==> src/rtl/gemm_loop_controller.sv <==
`default_nettype none
// ============================================================================
// gemm_loop_controller : (m,n,k) index sequencer for the GEMM datapath with
//                        start/busy/done control and a valid/ready index stream
// Revision 1.0 - initial release
// ============================================================================
module gemm_loop_controller #(
  parameter int WIDTH = 8
) (
  input  logic             clk_i,
  input  logic             rst_ni,
  input  logic             start_i,
  input  logic             clear_i,
  input  logic [WIDTH-1:0] bound_m_i,
  input  logic [WIDTH-1:0] bound_n_i,
  input  logic [WIDTH-1:0] bound_k_i,
  output logic             busy_o,
  output logic             done_o,
  output logic             idx_valid_o,
  input  logic             idx_ready_i,
  output logic [WIDTH-1:0] idx_m_o,
  output logic [WIDTH-1:0] idx_n_o,
  output logic [WIDTH-1:0] idx_k_o,
  output logic             first_k_o,
  output logic             last_k_o
);

  typedef enum logic [1:0] {
    S_IDLE = 2'd0,
    S_RUN  = 2'd1,
    S_DONE = 2'd2
  } state_t;

  localparam logic [WIDTH-1:0] c_zero = '0;
  localparam logic [WIDTH-1:0] c_one  = WIDTH'(1);

  state_t           r_state;
  logic [WIDTH-1:0] r_bnd_m, r_bnd_n, r_bnd_k;
  logic [WIDTH-1:0] r_m, r_n, r_k;
  logic             r_busy, r_done, r_valid, r_first_k, r_last_k;

  logic             w_fire, w_k_last, w_n_last, w_m_last, w_any_zero;
  logic [WIDTH-1:0] w_k_nxt, w_n_nxt, w_m_nxt;

  // Wrap tests compare against bound-1 at full width, so bound=2^W-1 never overflows
  always_comb begin
    w_fire     = r_valid && idx_ready_i;
    w_k_last   = (r_k == r_bnd_k - c_one);
    w_n_last   = (r_n == r_bnd_n - c_one);
    w_m_last   = (r_m == r_bnd_m - c_one);
    w_any_zero = (bound_m_i == c_zero) || (bound_n_i == c_zero) || (bound_k_i == c_zero);
    w_k_nxt    = w_k_last ? c_zero : r_k + c_one;
    w_n_nxt    = w_k_last ? (w_n_last ? c_zero : r_n + c_one) : r_n;
    w_m_nxt    = (w_k_last && w_n_last) ? r_m + c_one : r_m;
  end

  always_ff @(posedge clk_i or negedge rst_ni) begin
    if (!rst_ni) begin
      r_state   <= S_IDLE;
      r_bnd_m   <= c_zero;
      r_bnd_n   <= c_zero;
      r_bnd_k   <= c_zero;
      r_m       <= c_zero;
      r_n       <= c_zero;
      r_k       <= c_zero;
      r_busy    <= 1'b0;
      r_done    <= 1'b0;
      r_valid   <= 1'b0;
      r_first_k <= 1'b0;
      r_last_k  <= 1'b0;
    end else if (clear_i) begin
      r_state   <= S_IDLE;
      r_m       <= c_zero;
      r_n       <= c_zero;
      r_k       <= c_zero;
      r_busy    <= 1'b0;
      r_done    <= 1'b0;
      r_valid   <= 1'b0;
      r_first_k <= 1'b0;
      r_last_k  <= 1'b0;
    end else begin
      case (r_state)
        S_IDLE: begin
          if (start_i) begin
            if (w_any_zero) begin
              r_state <= S_DONE;
              r_done  <= 1'b1;
            end else begin
              r_state   <= S_RUN;
              r_bnd_m   <= bound_m_i;
              r_bnd_n   <= bound_n_i;
              r_bnd_k   <= bound_k_i;
              r_m       <= c_zero;
              r_n       <= c_zero;
              r_k       <= c_zero;
              r_busy    <= 1'b1;
              r_valid   <= 1'b1;
              r_first_k <= 1'b1;
              r_last_k  <= (bound_k_i == c_one);
            end
          end
        end
        S_RUN: begin
          if (w_fire) begin
            if (w_k_last && w_n_last && w_m_last) begin
              r_state   <= S_DONE;
              r_m       <= c_zero;
              r_n       <= c_zero;
              r_k       <= c_zero;
              r_busy    <= 1'b0;
              r_valid   <= 1'b0;
              r_done    <= 1'b1;
              r_first_k <= 1'b0;
              r_last_k  <= 1'b0;
            end else begin
              r_m       <= w_m_nxt;
              r_n       <= w_n_nxt;
              r_k       <= w_k_nxt;
              // Flags are precomputed for the tuple being loaded
              r_first_k <= w_k_last;
              r_last_k  <= (w_k_nxt == r_bnd_k - c_one);
            end
          end
        end
        S_DONE: begin
          r_state <= S_IDLE;
          r_done  <= 1'b0;
        end
        default: begin
          r_state <= S_IDLE;
          r_busy  <= 1'b0;
          r_valid <= 1'b0;
          r_done  <= 1'b0;
        end
      endcase
    end
  end

  assign busy_o      = r_busy;
  assign done_o      = r_done;
  assign idx_valid_o = r_valid;
  assign idx_m_o     = r_m;
  assign idx_n_o     = r_n;
  assign idx_k_o     = r_k;
  assign first_k_o   = r_first_k;
  assign last_k_o    = r_last_k;

endmodule
`default_nettype wire
==> config.mk <==
export PLATFORM = sky130hd
export DESIGN_NAME = gemm_loop_controller
export DESIGN_NICKNAME = d
export VERILOG_FILES = /design/src/rtl/gemm_loop_controller.sv
export SDC_FILE = /design/constraint.sdc
export NUM_CORES = 1
export LEC_CHECK = 0
export CELL_PAD_IN_SITES_DETAIL_PLACEMENT = 1
export CELL_PAD_IN_SITES_GLOBAL_PLACEMENT = 2
export CORE_MARGIN = 8
export CORE_UTILIZATION = 37
export CTS_BUF_LIST = sky130_fd_sc_hd__clkbuf_4
export CTS_CLUSTER_SIZE = 12
export DETAILED_ROUTE_END_ITERATION = 8
export PLACE_DENSITY_LB_ADDON = 0.1
export SETUP_SLACK_MARGIN = 0.02
export SYNTH_ARGS = -nofsm -noshare
export SYNTH_HDL_FRONTEND = slang
export SYNTH_SLANG_ARGS = --single-unit
==> constraint.sdc <==
create_clock -name clk_i -period 4.1 [get_ports clk_i]
set_input_delay 0.41 -clock clk_i [delete_from_list [all_inputs] [get_ports clk_i]]
set_output_delay 0.41 -clock clk_i [all_outputs]
set_load 0.01 [all_outputs]
# [Word-level counts from Yosys, hierarchy flattened]
# Index checks and enable logic that the tools add are counted.
[classes] addsub=6 n_mul=0 div_mod_pow=0 n_lt_le_gt_ge=0 eq_ne=15 n_shift=0 muxes=46 n_bitwise=2 n_reduce_logical=17
[op_table] op="two-way mux 8 bit" n=15
[op_table] op="case mux 8 bit (2 select lines)" n=3
[op_table] op="equality test 8 bit" n=4
[op_table] op="adder 8 x 1 -> 8 bit (second input constant)" n=3
[op_table] op="zero test 8 bit" n=3
[op_table] op="subtractor 8 x 1 -> 8 bit (second input constant)" n=3
[op_table] op="two-way mux 1 bit" n=18
[op_table] op="inequality test 3 bit (second input constant)" n=5
[op_table] op="AND reduction 5 bit" n=3
[op_table] op="AND reduction 4 bit" n=3
[op_table] op="two-way mux 2 bit" n=5
[op_table] op="equality test 8 x 1 -> 1 bit (second input constant)" n=1
[op_table] op="inequality test 4 bit (second input constant)" n=2
[op_table] op="case mux 1 bit (2 select lines)" n=3
[op_table] op="case mux 2 bit (2 select lines)" n=1
[op_table] op="logical AND 1 bit" n=3
[op_table] op="case mux 1 bit (3 select lines)" n=1
[op_table] op="AND reduction 3 bit" n=1
[op_table] op="nonzero test 3 bit" n=1
[op_table] op="equality test 2 x 1 -> 1 bit (second input constant)" n=1
[op_table] op="equality test 2 bit (second input constant)" n=1
[op_table] op="zero test 2 bit" n=1
[op_table] op="logical OR 1 bit" n=2
[op_table] op="inequality test 2 bit (second input constant)" n=1
[op_table] op="inverter 1 bit" n=2
[word_totals] ff_bits=54 latchBits=0 ramBits=0 mem_bits_ro=0 elab_cells=97 mem_count=0

# [Depth between registers and ports, before layout]
[depth] depth_word=8 mapped_depth=12 depth_no_buf=10

# [Least setup slack after synthesis]
# OpenSTA, ideal clock, no wires.
[synth_path] path_kind="register to register" startpoint="register r_bnd_k[0]" endpoint="register r_m[2], in the netlist idx_m_o[2]" t_arrival_ns=2.465 required_ns=3.974 path_slack_ns=1.509 path_stages_with_launch=10 path_buffers=1 cell_sequence="dfrtp_1 -> or4_4 -> or4_4 -> xnor2_2 -> and4bb_4 -> nor2_4 -> nor2b_4 -> and2_4 -> buf_6 -> a221o_1"
[synth_between] elab_chain_len=8 word_cells_on_any_way=10 cone_classes="1 x add/sub; 2 x eq/ne; 4 x mux; 3 x reduce/logical"
[synth_lines] element="start: declaration" line="38" source="logic [WIDTH-1:0] r_bnd_m, r_bnd_n, r_bnd_k;"
[synth_lines] element="start signal: assignment" line="62" source="r_bnd_k <= c_zero;"
[synth_lines] element="start signal: assignment" line="92" source="r_bnd_k <= bound_k_i;"
[synth_lines] element="subtractor 8 x 1 -> 8 bit *" line="48" source="w_k_last = (r_k == r_bnd_k - c_one);"
[synth_lines] element="equality test 8 bit *" line="48"
[synth_lines] element="logical AND 1 bit *" line="54, 105"
[synth_lines] element="logical AND 1 bit" line="105" source="if (w_k_last && w_n_last && w_m_last) begin"
[synth_lines] element="two-way mux 8 bit" line="105"
[synth_lines] element="two-way mux 8 bit" line="104" source="if (w_fire) begin"
[synth_lines] element="case mux 8 bit (2 select lines)" line="82" source="case (r_state)"
[synth_lines] element="two-way mux 8 bit" line="71" source="end else if (clear_i) begin"
[synth_lines] element="end signal: assignment" line="73" source="r_m <= c_zero;"
[synth_lines] element="end signal: assignment" line="93" source="r_m <= c_zero;"
[synth_lines] element="end signal: assignment" line="107" source="r_m <= c_zero;"
[synth_lines] element="end: declaration" line="39" source="logic [WIDTH-1:0] r_m, r_n, r_k;"
# Every way passes the cells marked *; elsewhere a longest branch is shown, timed or not. The select of a mux whose other input is x is not followed.
# A chain may end at the register's enable or synchronous reset.

# [Worst setup path in the final report]
[layout_path] startpoint="register r_bnd_n[0]" endpoint="register r_m[2], in the netlist idx_m_o[2]"
[layout_between] elab_chain_len=8 word_cells_on_any_way=10 cone_classes="1 x add/sub; 2 x eq/ne; 4 x mux; 3 x reduce/logical"
[layout_lines] element="start: declaration" line="38"
[layout_lines] element="start signal: assignment" line="61" source="r_bnd_n <= c_zero;"
[layout_lines] element="start signal: assignment" line="91" source="r_bnd_n <= bound_n_i;"
[layout_lines] element="subtractor 8 x 1 -> 8 bit *" line="49" source="w_n_last = (r_n == r_bnd_n - c_one);"
[layout_lines] element="equality test 8 bit *" line="49"
[layout_lines] element="logical AND 1 bit *" line="54, 105"
[layout_lines] element="logical AND 1 bit" line="105"
[layout_lines] element="two-way mux 8 bit" line="105"
[layout_lines] element="two-way mux 8 bit" line="104"
[layout_lines] element="case mux 8 bit (2 select lines)" line="82"
[layout_lines] element="two-way mux 8 bit" line="71"
# Marked as above.

==> impl_metrics.yaml <==
outcome:
  status: "completed"
logic_synthesis:
  synth-seq-area-share: 0.376
  syn_nets: 410
  ys_seq_elements: 54
  yosys_most_used_dff: "dfrtp_1"
  netlist_area_um2: 3590
  synthArstFlopShare: 1.00
  synthDistinctLibCells: 66
  yosysWarnings: 0
  synthCells: 375
  avgSynthCellArea_um2: 9.58
  synth-edff-count: 0
clock_network:
  root_buffer: "clkbuf_4"
  cts_buffer_depth: 2
  cts_buffers: 5
  cts_sinks: 54
  clk_latency_ns: 0.37
  post_cts_resize_count: 0
  clkSlewWorstSetupHoldPaths_ns: 0.15
  ctsHoldBuffers: 0
  cts_setup_buffers: 0
  cts_tree: "built"
  htreeDepth: 2
floorplan:
  initial_core_util: 0.374
  die_area_um2: 13100
  pin_count: 58
  num_rows: 36
  chipHeight_um: 115
  core_area_um2: 9590
  die_x_um: 115
worst_setup_path:
  regToRegEndpoint: "idx_m_o[2]"
  critical_path.max_fanout: 13
  crit_required_ns: 4.38
  reg2reg_depth: 10
  crit_path_end_kind: "flip-flop"
  worst_setup_path_start_kind: "flip-flop"
  r2r_start: "r_bnd_n[0]"
  critPathLaunch: "r_bnd_n[0]"
  setup.worst_path.class: "reg -> reg"
  rrSetupSlack_ns: 1.16
  cp.arrival_ns: 3.22
cells_and_area:
  drive_gt1_frac: 0.129
  diodes: 0
  fillers: 1111
  nets: 463
  layout.cells.non_filler: 561
  syn2layout_area_growth_pct: 20.9
  finish.utilization: 0.453
sta:
  finalSetupTns_ns: 0
  period_share: 0.718
  slew_headroom: 0.432
  maxSlewViolCount: 0
  hold_violations: 0
  setup_violations: 0
  rsz0062_at_grt: "false"
  period_needed_ns: 2.94
  max_freq_mhz: 340
  finalClockSkew_ns: 0.00821
  worst_pin_slew_ns: 0.851
routing:
  postRouteAntennaNets: 0
  drt-vias-per-instance: 5.36
  totalWireLength_um: 9910
  firstDrtPassIters: 4
  drc_errors: 0
  route.detailed.wl_per_inst_um: 17.7
  dr.first_iter.drc_count: 121
  num_vias: 3008
min_path:
  hold_class: "in -> async"
placed_design:
  place.port_buffers: 57
  gp_congestion: 0.784
  dp.cells: 554
  hpwl_um: 7760
power_and_ir_drop:
  p_leak_nw: 1.75
  power.density_nw_per_um2: 455
  irDropWorstVdd_mv: 0.158
flow_run:
  maxCapViolations: 0
grt:
  grt_max_degree: 38
  grt.total_usage: 0.158
  grt_pass1_vias: 3182
  grt_pass1_wl_um: 16500
  antenna_found_initial: 0
  globalRoute.totalOverflow: 0
==> cell families (layout without fill, tap and decap cells) <==
logic type,after synthesis,after routing,share of synthesized area
flops,54,54,0.376
compound gates,78,78,0.152
xor+xnor,42,42,0.110
simple gates,141,141,0.222
mux,27,27,0.0843
buf+inv,27,80,0.0345
fa+ha+maj,6,6,0.0209
==> layer usage <==
layer  vias up  track usage  share of wire
met5         -            0              0
met2        46        0.269           0.49
met4         0       0.0426          0.016
li1       1453            -              -
met1      1500        0.198           0.45
met3         9       0.0306          0.038
==> power breakdown <==
part	switching [mW]	internal [mW]	leakage, nW
clock network	0.166	0.124	0.0387
registers	0.187	0.648	0.695
logic	0.413	0.439	1.02
total	0.766	1.21	1.75
==> metrics by stage <==
stage	hold slack (ns)	worst slack, ns	instance area [um^2]	power [mW]
3_5_place_dp	0.492	1.16	4270	1.70
5_1_grt	0.149	0.959	4340	2.14
3_3_place_gp	0.485	1.26	4270	1.68
4_1_cts	0.146	1.15	4340	2.01
6_report	0.121	1.16	4340	1.98
2_1_floorplan	0.114	1.51	3590	1.44
==> cells in the mapped netlist, types with 3 or more instances <==
cell type	n	area (um^2)
nor2b_1	4	25.0
clkbuf_1	8	30.0
a22o_1	5	43.8
o21ai_0	6	30.0
or3_1	3	18.8
xnor2_1	28	245
ha_1	6	75.1
nand3b_1	5	37.5
nor3b_1	3	22.5
a21oi_1	10	50.1
buf_2	3	15.0
o21ai_1	17	85.1
inv_1	13	48.8
and3_1	3	18.8
nand4_1	3	18.8
nor2_1	29	109
o31ai_1	6	45.0
mux2_2	26	293
nor3_1	9	45.0
a31oi_1	3	18.8
xor2_1	11	96.3
nand2b_1	12	75.1
nor4_1	9	56.3
a21o_1	7	52.6
or2_2	3	18.8
nand3_1	14	70.1
dfrtp_1	54	1350
nand2_1	27	101
==> worst max-delay path: stages (launching register included) <==
cell and delay (ns):
dfrtp_1 0.47, inv_1 0.08, ha_1 0.26, inv_1 0.10, nor3b_1 0.22, o21bai_1 0.08
a221oi_1 0.50, nand4_1 0.21, o21a_1 0.38, and2_4 0.24, a221o_1 0.28
==> registers in the layout, summed over array words and instances, names as in the netlist <==
name	flops
done_o	1
first_k_o	1
idx_k_o	8
idx_m_o	8
idx_n_o	8
idx_valid_o	1
last_k_o	1
r_bnd_k	8
r_bnd_m	8
r_bnd_n	8
r_state	2
==> cell type report <==
class                      instances  area, um^2  area share
multi-input combinational        294        2120       0.487
sequential                        54        1350       0.311
timing repair buffer              60         588       0.135
tap                              133         166      0.0383
inverter                          13        48.8      0.0112
clock buffer                       5        37.5     0.00864
clock inverter                     2        33.8     0.00778
==> cell usage in the layout, fill, tap and decap left out, drive strengths merged, types with 3 or more instances in the layout <==
master,Yosys,routed
mux2,26,26
nor4,11,11
ha,6,6
a31oi,3,3
nand4,3,3
xnor2,29,29
o31ai,6,6
nor3,10,10
or2,4,4
or3,3,3
o21ai,23,23
and3,3,3
nand2b,12,12
clkdlybuf4s50,0,56
nor2b,5,5
a31o,3,3
nor3b,4,4
inv,13,13
xor2,12,12
a21oi,11,11
nand3b,5,5
a21o,7,7
nand2,27,27
buf,6,4
nor2,30,30
nand3,14,14
dfrtp,54,54
clkbuf,8,5
a22o,5,5
==> worst max-delay path by stage <==
stage | endpoint | cells after the start
3_3_place_gp | idx_m_o[2] | 8
3_5_place_dp | idx_m_o[2] | 8
4_1_cts | idx_m_o[2] | 8
2_1_floorplan | idx_m_o[2] | 9
5_1_grt | idx_m_o[2] | 10
6_report | idx_m_o[2] | 10
(Power assumes the default switching activity.)
